===== src/rtl/fnd_bcd_scan_ctrl.sv =====
// Captures a binary count, converts it to four BCD digits with a sequential
// double-dabble engine, and scans them onto a 4-digit common-anode FND.
module fnd_bcd_scan_ctrl #(
  parameter int CLK_FREQ = 100_000_000,
  parameter int SCAN_HZ  = 1000,
  parameter int W_COUNT  = 14
) (
  input  logic               clk,
  input  logic               rst,
  input  logic [W_COUNT-1:0] i_count,
  input  logic               i_valid,
  input  logic               i_blank_lz,
  output logic               o_busy,
  output logic [3:0]         fnd_com,
  output logic [7:0]         fnd_data
);

  localparam int DIV = CLK_FREQ / SCAN_HZ;
  localparam int PW  = (DIV > 1) ? $clog2(DIV) : 1;
  localparam int IW  = $clog2(W_COUNT + 1);
  localparam logic [PW-1:0] PRESC_MAX = PW'(DIV - 1);
  localparam logic [IW-1:0] ITER_LAST = IW'(W_COUNT - 1);

  typedef enum logic [1:0] {
    ST_IDLE = 2'd0,
    ST_CONV = 2'd1,
    ST_DONE = 2'd2
  } state_t;

  state_t             state_q, state_d;
  logic [W_COUNT-1:0] bin_q, bin_d;
  logic [15:0]        bcd_q, bcd_d;
  logic [IW-1:0]      iter_q, iter_d;
  logic               err_q, err_d;
  logic               pend_q, pend_d;
  logic [W_COUNT-1:0] pend_val_q, pend_val_d;
  logic [15:0]        disp_q, disp_d;
  logic               disp_err_q, disp_err_d;
  logic               busy_q, busy_d;
  logic [PW-1:0]      presc_q, presc_d;
  logic [1:0]         idx_q, idx_d;
  logic [3:0]         com_q, com_d;
  logic [7:0]         seg_q, seg_d;

  logic               req_valid_s;
  logic [W_COUNT-1:0] req_val_s;
  logic               req_big_s;
  logic [15:0]        bcd_adj_s;

  function automatic logic [7:0] seg7(input logic [3:0] d);
    logic [7:0] s;
    case (d)
      4'd0:    s = 8'hC0;
      4'd1:    s = 8'hF9;
      4'd2:    s = 8'hA4;
      4'd3:    s = 8'hB0;
      4'd4:    s = 8'h99;
      4'd5:    s = 8'h92;
      4'd6:    s = 8'h82;
      4'd7:    s = 8'hF8;
      4'd8:    s = 8'h80;
      4'd9:    s = 8'h90;
      default: s = 8'hBF;
    endcase
    return s;
  endfunction

  function automatic logic [15:0] dabble_adjust(input logic [15:0] b);
    logic [15:0] r;
    r = b;
    for (int k = 0; k < 4; k++) begin
      if (b[k*4 +: 4] >= 4'd5) begin
        r[k*4 +: 4] = b[k*4 +: 4] + 4'd3;
      end else begin
        r[k*4 +: 4] = b[k*4 +: 4];
      end
    end
    return r;
  endfunction

  // A strobe arriving in the same cycle as a start opportunity beats the stored one.
  assign req_valid_s = i_valid | pend_q;
  assign req_val_s   = i_valid ? i_count : pend_val_q;
  assign req_big_s   = 32'(req_val_s) > 32'd9999;
  assign bcd_adj_s   = dabble_adjust(bcd_q);

  // Conversion FSM, pending request and display commit.
  always_comb begin
    state_d    = state_q;
    bin_d      = bin_q;
    bcd_d      = bcd_q;
    iter_d     = iter_q;
    err_d      = err_q;
    pend_d     = pend_q;
    pend_val_d = pend_val_q;
    disp_d     = disp_q;
    disp_err_d = disp_err_q;
    case (state_q)
      ST_IDLE: begin
        if (req_valid_s) begin
          pend_d  = 1'b0;
          bin_d   = req_val_s;
          bcd_d   = 16'd0;
          iter_d  = '0;
          err_d   = req_big_s;
          state_d = req_big_s ? ST_DONE : ST_CONV;
        end else begin
          state_d = ST_IDLE;
        end
      end
      ST_CONV: begin
        bcd_d  = {bcd_adj_s[14:0], bin_q[W_COUNT-1]};
        bin_d  = bin_q << 1;
        iter_d = iter_q + 1'b1;
        if (iter_q == ITER_LAST) begin
          state_d = ST_DONE;
        end else begin
          state_d = ST_CONV;
        end
        if (i_valid) begin
          pend_d     = 1'b1;
          pend_val_d = i_count;
        end else begin
          pend_d     = pend_q;
        end
      end
      ST_DONE: begin
        if (err_q) begin
          disp_err_d = 1'b1;
        end else begin
          disp_d     = bcd_q;
          disp_err_d = 1'b0;
        end
        if (req_valid_s) begin
          pend_d  = 1'b0;
          bin_d   = req_val_s;
          bcd_d   = 16'd0;
          iter_d  = '0;
          err_d   = req_big_s;
          state_d = req_big_s ? ST_DONE : ST_CONV;
        end else begin
          state_d = ST_IDLE;
        end
      end
      default: begin
        state_d = ST_IDLE;
      end
    endcase
    busy_d = (state_d != ST_IDLE);
  end

  // Digit scan: advance on prescaler wrap and latch the enable and segment pair together.
  always_comb begin
    presc_d = presc_q + 1'b1;
    idx_d   = idx_q;
    com_d   = com_q;
    seg_d   = seg_q;
    if (presc_q == PRESC_MAX) begin
      presc_d = '0;
      idx_d   = idx_q + 2'd1;
      com_d   = ~(4'b0001 << idx_d);
      if (disp_err_q) begin
        seg_d = 8'hBF;
      end else begin
        case (idx_d)
          2'd1:    seg_d = (i_blank_lz && disp_q[15:4] == 12'd0) ? 8'hFF : seg7(disp_q[7:4]);
          2'd2:    seg_d = (i_blank_lz && disp_q[15:8] == 8'd0) ? 8'hFF : seg7(disp_q[11:8]);
          2'd3:    seg_d = (i_blank_lz && disp_q[15:12] == 4'd0) ? 8'hFF : seg7(disp_q[15:12]);
          default: seg_d = seg7(disp_q[3:0]);
        endcase
      end
    end else begin
      presc_d = presc_q + 1'b1;
    end
  end

  // State and datapath registers.
  always_ff @(posedge clk or negedge rst) begin
    if (!rst) begin
      state_q    <= ST_IDLE;
      bin_q      <= '0;
      bcd_q      <= 16'd0;
      iter_q     <= '0;
      err_q      <= 1'b0;
      pend_q     <= 1'b0;
      pend_val_q <= '0;
      disp_q     <= 16'd0;
      disp_err_q <= 1'b0;
      busy_q     <= 1'b0;
      presc_q    <= '0;
      idx_q      <= 2'd0;
      com_q      <= 4'b1110;
      seg_q      <= 8'hC0;
    end else begin
      state_q    <= state_d;
      bin_q      <= bin_d;
      bcd_q      <= bcd_d;
      iter_q     <= iter_d;
      err_q      <= err_d;
      pend_q     <= pend_d;
      pend_val_q <= pend_val_d;
      disp_q     <= disp_d;
      disp_err_q <= disp_err_d;
      busy_q     <= busy_d;
      presc_q    <= presc_d;
      idx_q      <= idx_d;
      com_q      <= com_d;
      seg_q      <= seg_d;
    end
  end

  assign o_busy   = busy_q;
  assign fnd_com  = com_q;
  assign fnd_data = seg_q;

endmodule


===== config.mk =====
export PLATFORM = sky130hd
export DESIGN_NAME = fnd_bcd_scan_ctrl
export DESIGN_NICKNAME = d
export VERILOG_FILES = /design/src/rtl/fnd_bcd_scan_ctrl.sv
export SDC_FILE = /design/constraint.sdc
export NUM_CORES = 1
export LEC_CHECK = 0
export CAP_MARGIN = 25
export CORE_AREA = 3 3 132 134
export DETAILED_ROUTE_END_ITERATION = 10
export DIE_AREA = 0 0 135 137
export PLACE_DENSITY = 0.6
export SYNTH_ARGS = -nofsm -noshare
export SYNTH_HDL_FRONTEND = slang
export SYNTH_SLANG_ARGS = --single-unit

===== constraint.sdc =====
create_clock -name clk -period 1.76 [get_ports clk]
set_input_delay 0.352 -clock clk [delete_from_list [all_inputs] [get_ports clk]]
set_output_delay 0.352 -clock clk [all_outputs]
set_load 0.03 [all_outputs]

==> results.md, run 1 <==
* Fin worst setup slack at -0.1317 ns
* Clock root buffer: clkbuf_16
* Num CTS Buffers at 9
* Diode count at 0
* Post-Synthesis Cells at between 500 and 600
* Initial antenna violation count at 0
* Reg area at 2507 um^2
* Setup CP Type: flop to flop
* Hold violation total from the final report at 0
* Initial core utilization at 0.3486
* First-pass GRT wire length at 22.66 mm
* Die area at 18500 um^2
* Io pins at 31
* Final period util at 1.075
* GP Congestion at 0.8924
* Register bit total from synthesis at 100
* Asr flop ratio synth at 1.000
* Core Rows at 47
* Die H at 137 um
* Crit end category: flop
* Max FO, Critical Path at 6
* Leading area contributor after synthesis: dfrtp_1
* Worst min path class: primary input to asynchronous set/reset pin
* Leak at 3.158 nW
* Status: finished with violations
* Synthesis-to-finish area growth at 24.61%
* Drt first pass iters at 4
* Slowest-stage cell, CP: or3b_4
* Cell Area, Synth at 5719 um^2
* Main flop type after synthesis: dfrtp_1
* Antenna Nets Post-Route at 0
* Commonest non-fill, non-tap cells in the layout: 96 x dfrtp_1, 78 x buf_4, 57 x nand2_1, 48 x nor2_1, 47 x o21ai_0
* R2R Setup Slk at -0.13 ns
* Fin cells at around 900
* Crit path buf inv count at 1
* Fillers at 1551
* Worst EP arrival at 2.19 ns
* Cell count after placement at 890
* Most common cell after layout, fill and taps aside: dfrtp_1
* Peak Freq at between 500 and 600 MHz
* EDFF count, synth at 0
* Post-Route Utilization at 0.4344
* Maximum vdd ir drop at about 0.70 mV
* Vias in the first global route at 4744
* Via/cell ratio at 5.093
* Max Root-Sink Buffers at 2
* Area of the multi-input gates at between 3000 and 4000 um^2
* Slew Limit Fails at 0
* Worst path cell trace: inv_2, ha_4, or3b_4, o311ai_4, a221oi_2, o311ai_2, o21a_1
* RSZ-0062 raised after global routing: true
* Layout Skew at slightly above 0.01 ns
* Final nets at roughly 740
* Syn Nets at between 600 and 700
* Clk slew on worst S/H paths at 0.08 ns
* Starting DRC count in detailed routing at 215
* CTS tree: built
* Core area at 16410 um^2
* Max Cap Viol at 0
* GR Overflow Total at 0
* Failing checks: setup timing
* Clock sinks at 100
* Wire per inst at 14.54 um
* Htree depth at 3
* Routed WL at between 10 and 15 mm
* PwrDens at between 1000 and 1500 nW/um^2
* Die width at 135 um
* Total track usage at 0.1519
* Mean Syn Cell Area at 9.596 um^2
* Layout cell share with drive strength beyond 1 at 0.2026
* DR vias at 4640
* HPWL after DPL at ~10 mm
* Unique cell type count in the Yosys netlist at 66
* Largest net degree at the start of global routing at 45
* Slowest cell delay on critical path at approximately 0.44 ns
* DRC Markers at 0
* Top cells by area, synth: dfrtp_1 42%, ha_1 7.7%, o21ai_0 4.2%, mux2_2 3.9%, nand2_1 3.7%
* CP top delay family: compound AO/OA/AOI/OAI gates
* Clock Latency Late Sink at approximately 0.36 ns
* # port buffers at 29
* CP required at between 2 and 2.5 ns
* Crit start category: flop
* Sequential fraction of the synthesis area at 0.4384
* Synth warnings at 0
* Tot Pwr at 10.66 mW
* Setup slack after placement at -0.3251 ns
* TNS Setup at -0.6071 ns
* Period minus WS final at 1.892 ns
* Final setup viols at 7
* Synth top area share at 0.4200
==> routing by layer <==
metal / share of wire / GRT usage / vias to the layer above
met3: 0.032 / 0.03419 / 22
met5: 0 / 0 / -
met2: 0.50 / 0.2635 / 76
li1: - / - / 2292
met4: 0.019 / 0.05263 / 0
met1: 0.45 / 0.1867 / 2250
==> stage by stage <==
stage / hold WS, ns / area, um^2
floorplan: 0.05641 / 5732
global placement: 0.2889 / 6750
detailed placement: 0.2966 / 6750
CTS: 0.4473 / 7051
global route: 0.4666 / 7127
finish: 0.4539 / 7127
==> final cells by class <==
| type | instances | area share |
|---|---|---|
| Clock buffer | 10 | 0.03213 |
| Clock inverter | 6 | 0.008603 |
| Tap cell | 220 | 0.03862 |
| Multi-Input combinational cell | 433 | 0.4240 |
| Inverter | 33 | 0.01738 |
| Sequential cell | 100 | 0.3518 |
| Timing Repair Buffer | 109 | 0.1275 |
==> power breakdown <==
part | internal [mW] | switching (mW) | total (mW)
Clock | 0.990 | 0.954 | 1.94
Sequential | 3.03 | 0.648 | 3.68
Combinational | 2.39 | 2.65 | 5.04
==> sequential cells by signal, indices dropped and copies added (netlist names) <==
signal	flops
disp_q	16
idx_q	2
disp_err_q	1
state_q	2
presc_q	17
pend_val_q	14
iter_q	4
bcd_q	16
pend_q	1
o_busy	1
bin_q	14
err_q	1
fnd_com	4
fnd_data	7
==> cell families after synthesis <==
logic type,synth area share
other cells,0.0006557
xor+xnor,0.03216
compound gates,0.1960
fa+ha+maj,0.07657
buf+inv,0.04485
mux,0.04813
simple gates,0.1632
flops,0.4384
==> worst register-to-register path, stage by stage, from the launching register on <==
cell and delay (ns):
dfrtp_1 0.40, inv_2 0.08, ha_4 0.12, or3b_4 0.44
o311ai_4 0.28, a221oi_2 0.12, o311ai_2 0.23, o21a_1 0.16
==> final timing paths <==
| path | start | endpoint | cells after the start |
|---|---|---|---|
| worst max-delay path | disp_q[9]$_DFFE_PN0P_ | fnd_data[6]$_DFFE_PN1N_ | 7 |
| worst min-delay path | rst | fnd_data[1]$_DFFE_PN0N_ | 2 |
| worst max register to register | disp_q[9]$_DFFE_PN0P_ | fnd_data[6]$_DFFE_PN1N_ | 7 |
| worst min register to register | fnd_com[3]$_DFFE_PN1N_ | fnd_com[3]$_DFFE_PN1N_ | 2 |
| max in group asynchronous | rst | presc_q[12]$_DFF_PN0_ | 3 |
| min in group clk | fnd_com[3]$_DFFE_PN1N_ | fnd_com[3]$_DFFE_PN1N_ | 2 |
==> synthesized netlist by cell type (16+ instances only) <==
| cell | number |
|---|---|
| o31ai_1 | 16 |
| clkbuf_1 | 18 |
| mux2_2 | 20 |
| nand2b_1 | 16 |
| nor2_1 | 48 |
| inv_1 | 31 |
| nand3_1 | 20 |
| nand2_1 | 57 |
| a21oi_1 | 27 |
| ha_1 | 35 |
| dfrtp_1 | 96 |
| o21ai_0 | 48 |
==> repair_timing <==
action / in CTS / in global routing
endpoints found under the setup margin: 15 / 13
endpoints found under the hold margin: 17 / 0
gates resized for setup: 9 / 10
buffers inserted: 1 / 3
hold buffers: 1 / 0
pin swaps: 5 / 4
Note: power is estimated with default switching activity, not from simulation.
==> inputs of run 2 (changes only) <==
SETUP_SLACK_MARGIN = 0.05   (was not set)
==> run 2 against run 1 <==
Net effect:
- the flow still finishes with violations (setup timing)
- maximum frequency grew 1.2%
- core utilization about the same
- highest routed layer unchanged
- register-to-register slack better by 0.02 ns
- count of clock-buffer cells in the layout up 2
- non-clock buffer count down 1
- setup slack gained 0.023 ns
- critical path depth grew 1
==> results.md, run 2 (synthesis gave the netlist of run 1 again) <==
* Synthesis-to-finish area growth at 24.52%
* Drt first pass iters at 4
* Post-Route Utilization at 0.4341
* GP Congestion at 0.8954
* Final setup viols at 7
* PwrDens at 1497 nW/um^2
* Status: finished with violations
* Routed WL at 13.32 mm
* Period minus WS final at between 1.5 and 2 ns
* Layout Skew at 0.009679 ns
* Io pins at 31
* Biggest regs: presc_q x17, bcd_q x16, disp_q x16
* Worst EP arrival at 2.15 ns
* Clock sinks at 100
* HPWL after DPL at approximately 9.7 mm
* Max Cap Viol at 0
* Hold violation total from the final report at 0
* Layout cell share with drive strength beyond 1 at 0.2101
* CP top delay family: simple AND/OR/NAND/NOR gates
* GR Overflow Total at 0
* Maximum vdd ir drop at 0.7223 mV
* Wire per inst at 14.64 um
* Peak Freq at 535.2 MHz
* Core area at 16410 um^2
* Starting DRC count in detailed routing at 175
* Most flop-heavy register: presc_q
* Area of the multi-input gates at 3022 um^2
* R2R Setup Slk at -0.11 ns
* Diode count at 0
* Design area at 7122 um^2
* Clock root buffer: clkbuf_16
* CTS tree: built
* Worst Setup EP: fnd_data[4]$_DFFE_PN0N_
* Max Root-Sink Buffers at 2
* # port buffers at 29
* Htree depth at 3
* First-pass GRT wire length at 22.58 mm
* Die H at 137 um
* Failing checks: setup timing
* Num CTS Buffers at 9
* Fillers at around 1.6k
* Slew Limit Fails at 0
* Tot Pwr at around 11 mW
* CP required at 2.05 ns
* Largest net degree at the start of global routing at 38
* Final hold slack at 0.4742 ns
* Via/cell ratio at roughly 5.1
* Worst path cell trace: inv_2, ha_4, or3b_4, nor4_4, buf_4, o311ai_2, o2111ai_1, a22o_1
* Reg2Reg Launch Point: disp_q[8]$_DFFE_PN0P_
* Crit start category: flop
* Initial antenna violation count at 0
* RSZ-0062 raised after global routing: true
* Final nets at 738
* Worst flop-to-flop path endpoint: fnd_data[4]$_DFFE_PN0N_
* Setup slack after placement at -0.2952 ns
* Reg area at 2507 um^2
* Vias in the first global route at about 4.7k
* Total track usage at 0.1495
* Max reg flops at 17
* DR vias at between 4k and 5k
* Max_slew headroom at 0.6501
* Commonest non-fill, non-tap cells in the layout: 96 x dfrtp_1, 76 x buf_4, 57 x nand2_1, 48 x nor2_1, 47 x o21ai_0
* Die area at 18500 um^2
* Crit end category: flop
* Max FO, Critical Path at 6
* Hold path cells at 2
* Final period util at 1.062
* Core Rows at 47
* Worst Max-Slew Pin Slew at 0.5248 ns
* Depth of the most critical reg-to-reg path at 8
* Antenna Nets Post-Route at 0
* Die width at 135 um
* Most common cell after layout, fill and taps aside: dfrtp_1
* Setup CP Type: flop to flop
* Slowest-stage cell, CP: or3b_4
* Initial core utilization at 0.3486
* Clk slew on worst S/H paths at 0.07 ns
* Worst min path class: flop to flop
* Slowest cell delay on critical path at around 0.44 ns
* Crit path buf inv count at 2
* Clock Latency Late Sink at 0.35 ns
* Instance count on the critical path at 8
* Area post-placement at 6735 um^2
* DRC Markers at 0
* Crit path launch: disp_q[8]$_DFFE_PN0P_
* Leak at 3.150 nW
* Fin worst setup slack at -0.1084 ns
run 2: layer usage:
metal,global-route usage,part of all wire,up-vias
met5,0,0,-
met1,0.1893,0.47,2277
met4,0.04143,0.014,0
li1,-,-,2298
met2,0.2526,0.48,73
met3,0.04044,0.035,14
run 2: how the worst min path moves through the flow:
stage / startpoint / end
after floorplan: rst / bcd_q[0]$_DFFE_PN0P_
after global placement: rst / disp_q[14]$_DFFE_PN0P_
after detailed placement: rst / disp_q[12]$_DFFE_PN0P_
after CTS: fnd_com[1]$_DFFE_PN1N_ / fnd_com[1]$_DFFE_PN1N_
after global routing: bin_q[9]$_DFFE_PN0P_ / bin_q[9]$_DFFE_PN0P_
final: fnd_com[1]$_DFFE_PN1N_ / fnd_com[1]$_DFFE_PN1N_
run 2: final cells by class:
| type | count | share of cell area |
|---|---|---|
| clock buffer | 12 | 0.03742 |
| clock inverter | 4 | 0.004216 |
| inverter | 33 | 0.01739 |
| multi-input combinational | 433 | 0.4243 |
| sequential | 100 | 0.3521 |
| tap | 220 | 0.03865 |
| timing repair buffer | 108 | 0.1260 |
run 2: per-stage QoR:
step                setup TNS [ns]  instances
finish                     -0.5188        910
global route                -1.221        910
CTS                        -0.4815        908
detailed placement          -3.524        888
global placement            -2.922        888
floorplan                  -0.1292        596
run 2: power by group:
part	internal, mW	switching [mW]
combinational	2.37	2.65
clock	1.08	0.870
sequential	3.04	0.658
run 2: tightest hold or removal path, stage by stage (launching register included):
cell	delay [ns]
dfstp_2	0.37
nand2_1	0.04
o21ai_0	0.06
run 2: repair_timing:
action / in CTS / in global routing
setup buffers: 3 / 2
pin swaps: 7 / 3
gates resized for setup: 18 / 8
hold buffers: 1 / 0
endpoints found under the hold margin: 29 / 0
endpoints found under the setup margin: 19 / 19
cloned: 0 / 0
